[src/rtl/pipe_cpa_if.sv]
// Handshake and operand/result bundle for the pipelined carry-propagate adder.
// master drives operands and out_ready; slave (the adder) returns results.
interface pipe_cpa_if #(
  parameter int WIDTH = 16
);
  logic             in_valid;
  logic             in_ready;
  logic [WIDTH-1:0] x;
  logic [WIDTH-1:0] y;
  logic             cin;
  logic             sub;
  logic             out_valid;
  logic             out_ready;
  logic [WIDTH-1:0] sum;
  logic             cout;
  logic             ovf;

  modport master (
    output in_valid, x, y, cin, sub, out_ready,
    input  in_ready, out_valid, sum, cout, ovf
  );

  modport slave (
    input  in_valid, x, y, cin, sub, out_ready,
    output in_ready, out_valid, sum, cout, ovf
  );
endinterface

[src/rtl/pipe_cpa.sv]
// Pipelined carry-propagate adder/subtractor.
// Each stage adds one CHUNK-wide slice and registers its carry for the next
// stage. Operand slices not yet added travel down the pipe right-shifted so
// the next slice to add is always in the low bits; finished sum slices are
// kept in place so the whole word leaves the last stage together.
// Subtraction is folded in at entry (y inverted, carry-in forced to 1), so
// later stages never need to know the mode.
module pipe_cpa #(
  parameter int WIDTH  = 16,
  parameter int STAGES = 4
) (
  input logic      clk,
  input logic      rst_n,
  pipe_cpa_if.slave bus
);
  localparam int CHUNK = WIDTH / STAGES;

  // Per-stage inputs: index k is what stage k's adder sees this cycle.
  logic [WIDTH-1:0] a_in [STAGES];
  logic [WIDTH-1:0] b_in [STAGES];
  logic [WIDTH-1:0] s_in [STAGES];
  logic             c_in [STAGES];
  logic             v_in [STAGES];

  logic             adv;
  logic             out_valid_reg;
  logic [WIDTH-1:0] sum_reg;
  logic             cout_reg;
  logic             ovf_reg;

  // The whole pipe moves as one unit; it only stalls when a result is
  // waiting and the consumer is not taking it.
  assign adv          = !out_valid_reg || bus.out_ready;
  assign bus.in_ready = adv;

  assign bus.out_valid = out_valid_reg;
  assign bus.sum       = sum_reg;
  assign bus.cout      = cout_reg;
  assign bus.ovf       = ovf_reg;

  assign a_in[0] = bus.x;
  assign b_in[0] = bus.sub ? ~bus.y : bus.y;
  assign c_in[0] = bus.sub | bus.cin;
  assign s_in[0] = '0;
  assign v_in[0] = bus.in_valid;

  genvar gi;
  generate
    for (gi = 0; gi < STAGES; gi++) begin : g_stage
      logic [CHUNK:0]   chunk_add;
      logic [WIDTH-1:0] sum_next;

      // Add this stage's slice and splice it into the partial sum word.
      always_comb begin
        chunk_add = {1'b0, a_in[gi][CHUNK-1:0]} + {1'b0, b_in[gi][CHUNK-1:0]}
                  + {{CHUNK{1'b0}}, c_in[gi]};
        sum_next = s_in[gi];
        sum_next[gi*CHUNK +: CHUNK] = chunk_add[CHUNK-1:0];
      end

      if (gi < STAGES - 1) begin : g_mid
        logic [WIDTH-1:0] a_reg;
        logic [WIDTH-1:0] b_reg;
        logic [WIDTH-1:0] s_reg;
        logic             c_reg;
        logic             v_reg;

        // Skew/de-skew registers plus carry and valid for the next stage.
        always_ff @(posedge clk) begin
          if (!rst_n) begin
            a_reg <= '0;
            b_reg <= '0;
            s_reg <= '0;
            c_reg <= 1'b0;
            v_reg <= 1'b0;
          end else if (adv) begin
            a_reg <= a_in[gi] >> CHUNK;
            b_reg <= b_in[gi] >> CHUNK;
            s_reg <= sum_next;
            c_reg <= chunk_add[CHUNK];
            v_reg <= v_in[gi];
          end
        end

        assign a_in[gi+1] = a_reg;
        assign b_in[gi+1] = b_reg;
        assign s_in[gi+1] = s_reg;
        assign c_in[gi+1] = c_reg;
        assign v_in[gi+1] = v_reg;
      end else begin : g_last
        logic ovf_next;

        // The top slice holds both operand MSBs, so overflow is decided here.
        assign ovf_next = (a_in[gi][CHUNK-1] == b_in[gi][CHUNK-1]) &&
                          (chunk_add[CHUNK-1] != a_in[gi][CHUNK-1]);

        // Output registers drive the result ports directly.
        always_ff @(posedge clk) begin
          if (!rst_n) begin
            out_valid_reg <= 1'b0;
            sum_reg       <= '0;
            cout_reg      <= 1'b0;
            ovf_reg       <= 1'b0;
          end else if (adv) begin
            out_valid_reg <= v_in[gi];
            sum_reg       <= sum_next;
            cout_reg      <= chunk_add[CHUNK];
            ovf_reg       <= ovf_next;
          end
        end
      end
    end
  endgenerate
endmodule

[src/flat_wrapper.sv]
// flat-port wrapper written by rule: the top's interface ports become plain ports
module pipe_cpa_flat 
#(
  parameter int WIDTH  = 16,
  parameter int STAGES = 4
)
  (clk, rst_n, bus_in_valid, bus_x, bus_y, bus_cin, bus_sub, bus_out_ready, bus_in_ready, bus_out_valid, bus_sum, bus_cout, bus_ovf);
  pipe_cpa_if #(.WIDTH(WIDTH)) bus_i ();
  input logic clk;
  input logic rst_n;
  input wire logic [$bits(bus_i.in_valid)-1:0] bus_in_valid;
  input wire logic [$bits(bus_i.x)-1:0] bus_x;
  input wire logic [$bits(bus_i.y)-1:0] bus_y;
  input wire logic [$bits(bus_i.cin)-1:0] bus_cin;
  input wire logic [$bits(bus_i.sub)-1:0] bus_sub;
  input wire logic [$bits(bus_i.out_ready)-1:0] bus_out_ready;
  output wire logic [$bits(bus_i.in_ready)-1:0] bus_in_ready;
  output wire logic [$bits(bus_i.out_valid)-1:0] bus_out_valid;
  output wire logic [$bits(bus_i.sum)-1:0] bus_sum;
  output wire logic [$bits(bus_i.cout)-1:0] bus_cout;
  output wire logic [$bits(bus_i.ovf)-1:0] bus_ovf;
  assign bus_i.in_valid = bus_in_valid;
  assign bus_i.x = bus_x;
  assign bus_i.y = bus_y;
  assign bus_i.cin = bus_cin;
  assign bus_i.sub = bus_sub;
  assign bus_i.out_ready = bus_out_ready;
  assign bus_in_ready = bus_i.in_ready;
  assign bus_out_valid = bus_i.out_valid;
  assign bus_sum = bus_i.sum;
  assign bus_cout = bus_i.cout;
  assign bus_ovf = bus_i.ovf;
  pipe_cpa #(.WIDTH(WIDTH), .STAGES(STAGES)) u_core (.clk(clk), .rst_n(rst_n), .bus(bus_i));
endmodule
[config.mk]
export PLATFORM = sky130hd
export DESIGN_NAME = pipe_cpa_flat
export DESIGN_NICKNAME = d
export VERILOG_FILES = /design/src/rtl/pipe_cpa_if.sv /design/src/rtl/pipe_cpa.sv /design/src/flat_wrapper.sv
export SDC_FILE = /design/constraint.sdc
export NUM_CORES = 1
export LEC_CHECK = 0
export CORE_MARGIN = 2
export CORE_UTILIZATION = 45
export DETAILED_ROUTE_END_ITERATION = 16
export HOLD_SLACK_MARGIN = 0.05
export PLACE_DENSITY_LB_ADDON = 0.15
export SKIP_CTS_REPAIR_TIMING = 1
export SLEW_MARGIN = 25
export SYNTH_ARGS = -nofsm -noshare
export SYNTH_HDL_FRONTEND = slang
export SYNTH_SLANG_ARGS = --single-unit
[constraint.sdc]
create_clock -name clk -period 2.7 [get_ports clk]
set_clock_uncertainty 0.1 [all_clocks]
set_input_delay 0.54 -clock clk [delete_from_list [all_inputs] [get_ports clk]]
set_output_delay 0.54 -clock clk [all_outputs]
set_load 0.02 [all_outputs]
==> results of run 1 <==
==> cell usage after synthesis <==
cell / instances / area share, %
sky130_fd_sc_hd__a21oi_1: 77 / 9.3
sky130_fd_sc_hd__a2111o_1: 3 / 0.81
sky130_fd_sc_hd__and3b_1: 1 / 0.21
sky130_fd_sc_hd__nand3_1: 11 / 1.3
sky130_fd_sc_hd__a211oi_1: 4 / 0.72
sky130_fd_sc_hd__buf_4: 4 / 0.72
sky130_fd_sc_hd__nor2b_1: 2 / 0.30
sky130_fd_sc_hd__dfxtp_1: 97 / 47
sky130_fd_sc_hd__a211oi_2: 14 / 4.2
sky130_fd_sc_hd__buf_2: 25 / 3.0
sky130_fd_sc_hd__o211ai_1: 5 / 0.90
sky130_fd_sc_hd__inv_6: 1 / 0.21
sky130_fd_sc_hd__ha_1: 12 / 3.6
sky130_fd_sc_hd__o21ai_0: 5 / 0.60
sky130_fd_sc_hd__nand3b_1: 1 / 0.18
sky130_fd_sc_hd__xor2_1: 4 / 0.84
sky130_fd_sc_hd__xnor2_1: 16 / 3.4
sky130_fd_sc_hd__a21o_1: 3 / 0.54
sky130_fd_sc_hd__nand4_1: 1 / 0.15
sky130_fd_sc_hd__buf_6: 4 / 1.1
sky130_fd_sc_hd__nor2b_4: 1 / 0.33
sky130_fd_sc_hd__inv_1: 12 / 1.1
sky130_fd_sc_hd__nand2_1: 141 / 13
sky130_fd_sc_hd__o2111ai_1: 2 / 0.42
sky130_fd_sc_hd__or2_2: 2 / 0.30
sky130_fd_sc_hd__nor2_1: 23 / 2.1
sky130_fd_sc_hd__fa_1: 8 / 3.9
sky130_fd_sc_hd__clkbuf_1: 2 / 0.18
sky130_fd_sc_hd__a221oi_1: 1 / 0.21
==> per-layer routing <==
layer  part of all wire, %  wire (µm)
met5                     0          0
met3                   4.0        318
met2                    45       3650
met4                   1.7        135
met1                    49       3930
==> worst max-delay path, cell delays in order <==
cell	delay (ns)
sky130_fd_sc_hd__clkdlybuf4s50_1	0.48
sky130_fd_sc_hd__or2_2	0.33
sky130_fd_sc_hd__fa_1	0.41
sky130_fd_sc_hd__fa_1	0.40
sky130_fd_sc_hd__buf_4	0.15
sky130_fd_sc_hd__xnor2_1	0.12
sky130_fd_sc_hd__a211oi_2	0.21
==> worst min-delay path by stage <==
stage | startpoint | end | slack (ns) | cells past startpoint
4_1_cts | u_core.g_stage[1].g_mid.b_reg[6] | u_core.g_stage[2].g_mid.b_reg[2] | 0.35 | 2
2_1_floorplan | u_core.g_stage[1].g_mid.a_reg[0] | u_core.g_stage[1].g_mid.a_reg[0] | 0.33 | 2
3_5_place_dp | u_core.bus.sum[4] | u_core.bus.sum[4] | 0.34 | 2
6_report | u_core.g_stage[1].g_mid.b_reg[6] | u_core.g_stage[2].g_mid.b_reg[2] | 0.34 | 2
5_1_grt | u_core.g_stage[1].g_mid.b_reg[6] | u_core.g_stage[2].g_mid.b_reg[2] | 0.37 | 2
3_3_place_gp | u_core.bus.sum[2] | u_core.bus.sum[2] | 0.34 | 2
==> metrics by stage <==
stage,TNS (ns),util [%],setup slack [ns]
after floorplan,0,-,0.135
after global placement,-0.191,52.2,-0.102
after detailed placement,-0.249,52.2,-0.136
after CTS,0,54.8,0.236
after global routing,0,54.8,0.141
final,0,54.8,0.234
==> final cells by class <==
| cell class | instances | area (µm²) | share of cell area, % |
|---|---|---|---|
| Clock inverter | 6 | 98.8 | 1.98 |
| Clock buffer | 10 | 138 | 2.76 |
| Tap cell | 111 | 139 | 2.78 |
| Timing Repair Buffer | 66 | 663 | 13.3 |
| Multi-Input combinational cell | 337 | 1950 | 39.2 |
| Inverter | 13 | 53.8 | 1.08 |
| Sequential cell | 97 | 1940 | 38.9 |
==> power groups by stage <==
stage | Sequential, mW | Clock (mW) | Combinational (mW)
2_1_floorplan | 1.61 | 0 | 0.226
3_3_place_gp | 1.61 | 0 | 0.359
3_5_place_dp | 1.61 | 0 | 0.365
4_1_cts | 1.58 | 1.11 | 0.369
5_1_grt | 1.59 | 1.16 | 0.409
6_report | 1.58 | 1.08 | 0.363
==> logic make-up after synthesis <==
group | share of synthesized area [%]
and+or+nand+nor | 17.6
DFF | 46.7
AOI/OAI and AO/OA | 17.7
xor gates and xnor gates | 4.21
adders and majority gates | 7.47
buffers and inverters | 6.29
==> results.toml, run 1 <==
[outcome]
run_status = "completed"

[detailed_routing]
finalWirelength_um = 8030
dr.first_iter.drc_count = 95
detail_route.vias_per_cell = 5.00
remaining_drc_errors = 0
wire_length_per_cell_um = 12.6
route.vias.total = 3201
antenna_violating_nets_post_route = 0
detail_route.first_pass.iterations = 4

[power_and_ir_drop]
p_sw_share_pct = 24.9
total_power_mw = 3.03
clockPowerShare_pct = 35.9
internal_power_consumption_mw = 2.27
seq_power_share_pct = 52.1
vdd.ir_drop.worst_v = 0.000266
switchingPower_uw = 753
pwr-share-comb_pct = 12.0
p_per_area_nw_per_um2 = 607
leakagePower_nw = 1.89

[worst_setup_path]
start_kind = "primary input"
crit_path_capture = "u_core.g_stage[0].g_mid.s_reg[2]"
timing.critical_path.to_type = "register"
crit_path_start = "bus_sub"
rr_endpoint = "u_core.g_stage[2].g_mid.c_reg"
cp.arrival_ns = 2.65
reg2regPathDepth = 6
timing_worst_setup_path_type = "primary input to register"
timing.reg2reg.setup_slack_ns = 0.78
cp_max_fo = 3
crit_required_ns = 2.88
crit-reg2reg-launch = "u_core.g_stage[1].g_mid.c_reg"

[yosys]
synth_cell_type_count = 29
syn_area_um2 = 4160
synth-seq-cells = 97
number_of_instances_in_the_synthesized_netlist = 482
syn_avg_cell_area_um2 = 8.62
yosysWarningCount = 0
synth_sequential_area_ratio_pct = 46.7
synth_net_count = 540

[floorplan]
die_height_um = 100
initial_utilization_pct = 45.6
core-area_um2 = 9110
design.die.area_um2 = 10000
core.rowCount = 35
num_io_pins = 58
chipWidth_um = 100

[layout]
post_layout_nonfiller_instances = 640
n_antenna_cell = 0
final_common_cell = "sky130_fd_sc_hd__nand2_1"
finalNetCount = 582
area.growth.synth_to_final_pct = 20.0
num-fill-cells = 876
finish.instance_area_um2 = 4990
drive_above_1_share_pct = 8.32
layout.cells.most_common_list = "141 x sky130_fd_sc_hd__nand2_1, 97 x sky130_fd_sc_hd__dfxtp_1, 77 x sky130_fd_sc_hd__a21oi_1"

[place]
buffers_on_ports = 57
dp_hpwl_um = 5290
post-place-cells = 624
globalplace.congestion = 0.831
post_dp_cell_area_um2 = 4750

[min_path]
timing.hold.worst.class = "register to register"

[run]
max_cap_violations = 0

[clocking]
cts_tree = "built"
cts_buffer_depth = 2
h-tree-depth = 3
clock_latency_ns = 0.36
clock_pin_slew_of_the_registers_on_the_worst_case_setup_and_hold_paths_ns = 0.10
root_buf_cell = "sky130_fd_sc_hd__clkbuf_8"
cts-buffers-inserted = 9
numClockSinks = 97

[grt]
vias_in_the_first_global_route = 2947
initial_antenna_violation_count = 0
grt_pass1_wl_um = 13600
globalRoute.busiestLayer = "met2"
global_route.usage.met1_pct = 22.9
use_met3_pct = 2.65
global_route.usage.total_pct = 16.8
grt_max_degree = 118
grt.overflow.total = 0
grtUsageMet2_pct = 26.9

[sta]
pin_slew_with_the_least_headroom_to_its_limit_ns = 0.789
hold-worst-slack_ns = 0.343
finalWorstPathRequiredPeriod_ns = 2.47
finalSetupViolations = 0
finalHoldViolCount = 0
relative_slew_margins_pct = 47.4
finalMaxSlewViolations = 0
max_clock_freq_mhz = 406
finalCritPeriodShare_pct = 91.3
unrepaired_setup_endpoints_after_global_routing = "false"
(Power assumes the default switching activity.)
==> run 2: changes to the inputs <==
Settings changed: SLEW_MARGIN 25 to default.
==> results of run 2 <==
Final layout, timing and power as in run 1 (identical DEF).
